**config.mk**
```make
export PLATFORM = sky130hd
export DESIGN_NAME = ysyx_22050019_icache_line_responder
export DESIGN_NICKNAME = d
export VERILOG_FILES = /design/src/rtl/ysyx_22050019_icache_pkg.sv /design/src/rtl/ysyx_22050019_icache_line_array.sv /design/src/rtl/ysyx_22050019_icache_line_responder.sv
export SDC_FILE = /design/constraint.sdc
export NUM_CORES = 2
export LEC_CHECK = 0
export CORE_AREA = 2 2 549 551
export CTS_BUF_LIST = sky130_fd_sc_hd__clkbuf_2
export DETAILED_ROUTE_END_ITERATION = 10
export DIE_AREA = 0 0 551 553
export GPL_ROUTABILITY_DRIVEN = 0
export PLACE_DENSITY = 0.51
export SETUP_SLACK_MARGIN = 0.2
export SYNTH_ARGS = -nofsm -noshare
export SYNTH_HDL_FRONTEND = slang
export SYNTH_SLANG_ARGS = --single-unit
```
**constraint.sdc**
```tcl
create_clock -name clk -period 14.8 [get_ports clk]
set_input_delay 2.22 -clock clk [delete_from_list [all_inputs] [get_ports clk]]
set_output_delay 2.22 -clock clk [all_outputs]
set_load 0.02 [all_outputs]
```
**src/rtl/ysyx_22050019_icache_pkg.sv**
```systemverilog
// ysyx_22050019_icache_pkg: shared widths, response codes and responder states
package ysyx_22050019_icache_pkg;
  localparam int LINE_W = 128;
  localparam int BEAT_W = 64;
  localparam logic [1:0] RESP_OKAY = 2'b00;
  localparam logic [1:0] RESP_SLVERR = 2'b10;
  typedef enum logic [2:0] {IDLE, LOOKUP, REQ, WAIT, RESP} state_t;
endpackage

```
**src/rtl/ysyx_22050019_icache_line_array.sv**
```systemverilog
// ysyx_22050019_icache_line_array: direct-mapped tag/valid/data store with async read, sync write and flush-all
module ysyx_22050019_icache_line_array
  import ysyx_22050019_icache_pkg::*;
#(
  parameter int LINES = 16,
  parameter int IDX_W = $clog2(LINES),
  parameter int TAG_W = 28 - IDX_W
) (
  input  logic              clk,
  input  logic              rst_n,
  input  logic              flush,
  input  logic              we,
  input  logic [IDX_W-1:0]  widx,
  input  logic [TAG_W-1:0]  wtag,
  input  logic [LINE_W-1:0] wdata,
  input  logic [IDX_W-1:0]  ridx,
  output logic              rvalid,
  output logic [TAG_W-1:0]  rtag,
  output logic [LINE_W-1:0] rdata
);
  logic [LINE_W-1:0] data [LINES];
  logic [TAG_W-1:0]  tags [LINES];
  logic [LINES-1:0]  valid;
  always_ff @(posedge clk) begin
    if (!rst_n || flush) valid <= '0;
    else if (we) valid[widx] <= 1'b1;
  end
  always_ff @(posedge clk) begin
    if (we) begin
      data[widx] <= wdata;
      tags[widx] <= wtag;
    end
  end
  assign rvalid = valid[ridx];
  assign rtag   = tags[ridx];
  assign rdata  = data[ridx];
endmodule

```
**src/rtl/ysyx_22050019_icache_line_responder.sv**
```systemverilog
// ysyx_22050019_icache_line_responder: AXI-style 128-bit line read responder with two-beat refill
module ysyx_22050019_icache_line_responder
  import ysyx_22050019_icache_pkg::*;
#(
  parameter int LINES = 16
) (
  input  logic              clk,
  input  logic              rst_n,
  input  logic              ar_valid_i,
  output logic              ar_ready_o,
  input  logic [31:0]       ar_addr_i,
  output logic              r_valid_o,
  input  logic              r_ready_i,
  output logic [LINE_W-1:0] r_data_o,
  output logic [1:0]        r_resp_o,
  input  logic              flush_i,
  output logic              mem_req_o,
  output logic [31:0]       mem_addr_o,
  input  logic              mem_ready_i,
  input  logic              mem_rvalid_i,
  input  logic [BEAT_W-1:0] mem_rdata_i,
  input  logic              mem_rerr_i
);
  localparam int IDX_W = $clog2(LINES);
  localparam int TAG_W = 28 - IDX_W;
  state_t state, state_n;
  logic [27:0]       addr;
  logic              beat, err, flushed;
  logic [BEAT_W-1:0] lo;
  logic [LINE_W-1:0] r_data;
  logic [1:0]        r_resp;
  logic              arr_valid;
  logic [TAG_W-1:0]  arr_tag;
  logic [LINE_W-1:0] arr_data;
  logic [IDX_W-1:0]  idx;
  logic [TAG_W-1:0]  tag;
  logic              accept, hit, fill, last, err_n, we;
  assign idx    = addr[IDX_W-1:0];
  assign tag    = addr[27:IDX_W];
  assign accept = state == IDLE && ar_valid_i;
  assign hit    = arr_valid && arr_tag == tag;
  assign fill   = state == WAIT && mem_rvalid_i;
  assign last   = fill && beat;
  assign err_n  = err | mem_rerr_i;
  assign we     = last && !err_n && !flushed;
  ysyx_22050019_icache_line_array #(
    .LINES(LINES),
    .IDX_W(IDX_W),
    .TAG_W(TAG_W)
  ) u_array (
    .clk   (clk),
    .rst_n (rst_n),
    .flush (flush_i),
    .we    (we),
    .widx  (idx),
    .wtag  (tag),
    .wdata ({mem_rdata_i, lo}),
    .ridx  (idx),
    .rvalid(arr_valid),
    .rtag  (arr_tag),
    .rdata (arr_data)
  );
  always_comb begin
    state_n = state;
    case (state)
      IDLE:    state_n = ar_valid_i ? LOOKUP : IDLE;
      LOOKUP:  state_n = hit ? RESP : REQ;
      REQ:     state_n = mem_ready_i ? WAIT : REQ;
      WAIT:    state_n = mem_rvalid_i ? (beat ? RESP : REQ) : WAIT;
      RESP:    state_n = r_ready_i ? IDLE : RESP;
      default: state_n = IDLE;
    endcase
  end
  always_ff @(posedge clk) begin
    if (!rst_n) begin
      state   <= IDLE;
      addr    <= '0;
      beat    <= 1'b0;
      err     <= 1'b0;
      flushed <= 1'b0;
      lo      <= '0;
      r_data  <= '0;
      r_resp  <= RESP_OKAY;
    end else begin
      state <= state_n;
      if (accept) begin
        addr    <= ar_addr_i[31:4];
        beat    <= 1'b0;
        err     <= 1'b0;
        flushed <= 1'b0;
      end else if (flush_i) begin
        flushed <= 1'b1;
      end
      if (state == LOOKUP && hit) begin
        r_data <= arr_data;
        r_resp <= RESP_OKAY;
      end
      if (fill) begin
        err  <= err_n;
        beat <= 1'b1;
        if (!beat) lo <= mem_rdata_i;
      end
      if (last) begin
        r_data <= {mem_rdata_i, lo};
        r_resp <= err_n ? RESP_SLVERR : RESP_OKAY;
      end
    end
  end
  assign ar_ready_o = rst_n && state == IDLE;
  assign r_valid_o  = rst_n && state == RESP;
  assign mem_req_o  = rst_n && state == REQ;
  assign mem_addr_o = mem_req_o ? {addr, beat, 3'b000} : '0;
  assign r_data_o   = rst_n ? r_data : '0;
  assign r_resp_o   = rst_n ? r_resp : RESP_OKAY;
endmodule

```
==> results.toml <==
[timing]
timing.final.crit_share = 0.495
finalClockSkew_ns = 0.146
layout_setup_ws_ns = 7.47
hold_viol_final = 0
layout_min_cycle_time_ns = 7.33
tightest_slew_ns = 1.21
setup_tns_ns = 0
slew_headroom = 0.187
setup_violations = 0
drv_slew = 0
grt_setup_unrepaired = "false"
clock.fmax_mhz = 136

[yosys]
syn_inst = 5196
synth_top_area_share = 0.700
synth.area.top_cells = "edfxtp_1 70%, mux4_2 15%, dfxtp_1 4.7%"
synth_common_cells = "2432 x edfxtp_1, 706 x mux4_2, 440 x nand2_1"
synth-main-ff-cell = "edfxtp_1"
synthArstFlopShare = 0
synth-edff-count = 2432
yosys.area.top_type = "edfxtp_1"
synth_area_um2 = 104000
synth.most_common_cell = "edfxtp_1"
syn_area_per_cell_um2 = 20.1
ys_warn_count = 0
synth_cell_type_count = 67
ys_seq_elements = 2679
yosysSeqAreaShare = 0.748

[power]
irDropWorstVdd_mv = 0.0560
p_sw_frac = 0.246
seq_power_share = 0.586
p_int_mw = 10.6
combPwrFrac = 0.051
p_per_area_nw_per_um2 = 120
switchingPower_mw = 3.46
power_leakage_nw = 39.4
p_clk_frac = 0.364

[place]
dp_hpwl_um = 153000
io_buffers = 260
dp.cells = 9175
dp_worst_setup_slack_ns = 5.80

[floorplan]
start_util = 0.349
io_pins = 269
rows = 201
die_w_um = 551
die-area_um2 = 305000
die_h_um = 553
coreArea_um2 = 299000

[clock_tree]
cts_tree = "built"
clock-root-buffer = "clkbuf_2"
post_cts_buffers = 0
clock-sinks = 2679
htree_levels = 6
clkSlewWorstSetupHoldPaths_ns = 0.07
holdBufCountCts = 0
clk_latency_ns = 1.83
cts_resized = 0
cts_buffers = 678
cts.path.max_buffers = 4

[setup_path]
reg2reg_slack_ns = 7.98
start_kind = "input port"
crit_fanout = 74
arrival_ns = 5.11
crit_path_end_kind = "output port"
path_class = "input port to output port"
cp.required_ns = 12.58

[cells_and_area]
drive_gt1_frac = 0.312
syn_to_final_growth_pct = 13.0
layout.nets = 6001
final_cells = 10400

[status]
status = "finished, final reports clean"

[global_route]
antenna_found_initial = 31
grt_overflow = 0
grt_max_degree = 147
grt_pass1_vias = 58800
grt_use_total = 0.198
grt_pass1_wl_um = 433000

[routing]
first_pass_iters = 8
antenna_left = 0
drt_iter0_drc = 5072
num_vias = 56500
wire_per_inst_um = 29.4
routed_wl_um = 306000
drc = 0
vias_per_cell = 5.42

[job]
max-cap-violations = 0

[min_path]
hp-class = "flip-flop to flip-flop"
[routing by layer]
metal | GRT usage | wire length (µm)
met5 | 0 | 88
met4 | 0.0518 | 6430
met1 | 0.268 | 129000
met2 | 0.329 | 151000
met3 | 0.0344 | 19000
[kinds of logic after synthesis]
| logic type | count (synthesis) | share of synthesized area |
|---|---|---|
| flip-flops | 2679 | 0.748 |
| AND/OR/NAND/NOR | 877 | 0.0410 |
| multiplexers | 795 | 0.163 |
| AO/OA/AOI/OAI | 448 | 0.0302 |
| buffers and inverters | 374 | 0.0165 |
| XOR/XNOR | 22 | 0.00185 |
| other | 1 | 0.0000360 |
[flip-flops by register name, summed over array words and instances, names as in the netlist, named ones only]
signal,count
lo,64
flushed,1
u_array.tags,384
r_resp,1
err,1
addr,28
u_array.valid,16
r_data,128
u_array.data,2048
state,3
beat,1
[critical path, cell delays in order]
cell and delay (ns):
clkbuf_8 0.44, buf_4 0.63, buf_4 0.81, and2_1 0.24
clkdlybuf4s50_1 0.63
[through the flow]
stage | area, µm² | hold slack [ns] | utilization | power [mW]
after floorplan | 104000 | 0.435 | - | 8.86
after global placement | 112000 | 0.441 | 0.373 | 9.14
after detailed placement | 112000 | 0.449 | 0.373 | 9.15
after CTS | 118000 | 0.466 | 0.394 | 14.3
after global routing | 118000 | 0.485 | 0.394 | 14.7
final | 118000 | 0.465 | 0.394 | 14.1
[cell type report]
type                            instances  area (µm²)
Sequential cell                      2679       78000
Inverter                                8        45.0
Clock buffer                         1083        5420
Antenna cell                           26        65.1
Clock inverter                        130         863
Multi-Input combinational cell       2146       24800
Timing Repair Buffer                  384        3740
Tap cell                             3958        4950
Fill cell                           27600      181000
[power groups by stage]
stage	registers, mW	clock network, mW	logic [mW]
floorplan	8.40	0	0.459
global placement	8.42	0	0.721
detailed placement	8.43	0	0.724
CTS	8.25	5.30	0.726
global route	8.26	5.69	0.759
finish	8.25	5.13	0.713
[final timing paths]
path	to	cells after the start	from
worst max register to register	u_array.data[7][90]$_DFFE_PP_	9	state[1]$_SDFF_PN0_
worst min register to register	u_array.valid[6]$_SDFFE_PP0P_	1	u_array.valid[6]$_SDFFE_PP0P_
worst min-delay path	u_array.valid[6]$_SDFFE_PP0P_	1	u_array.valid[6]$_SDFFE_PP0P_
worst max-delay path	r_data_o[6]	5	rst_n
[layout by cell type, fill, tap and decap left out, drive strengths merged, types with 74 or more instances in the layout]
cell type / instances
edfxtp: 2432
nand2: 440
dfxtp: 247
clkinv: 102
clkdlybuf4s50: 259
and2: 158
buf: 124
mux2i: 74
a21oi: 173
clkbuf: 1084
mux4: 716
(Power assumes the default switching activity.)
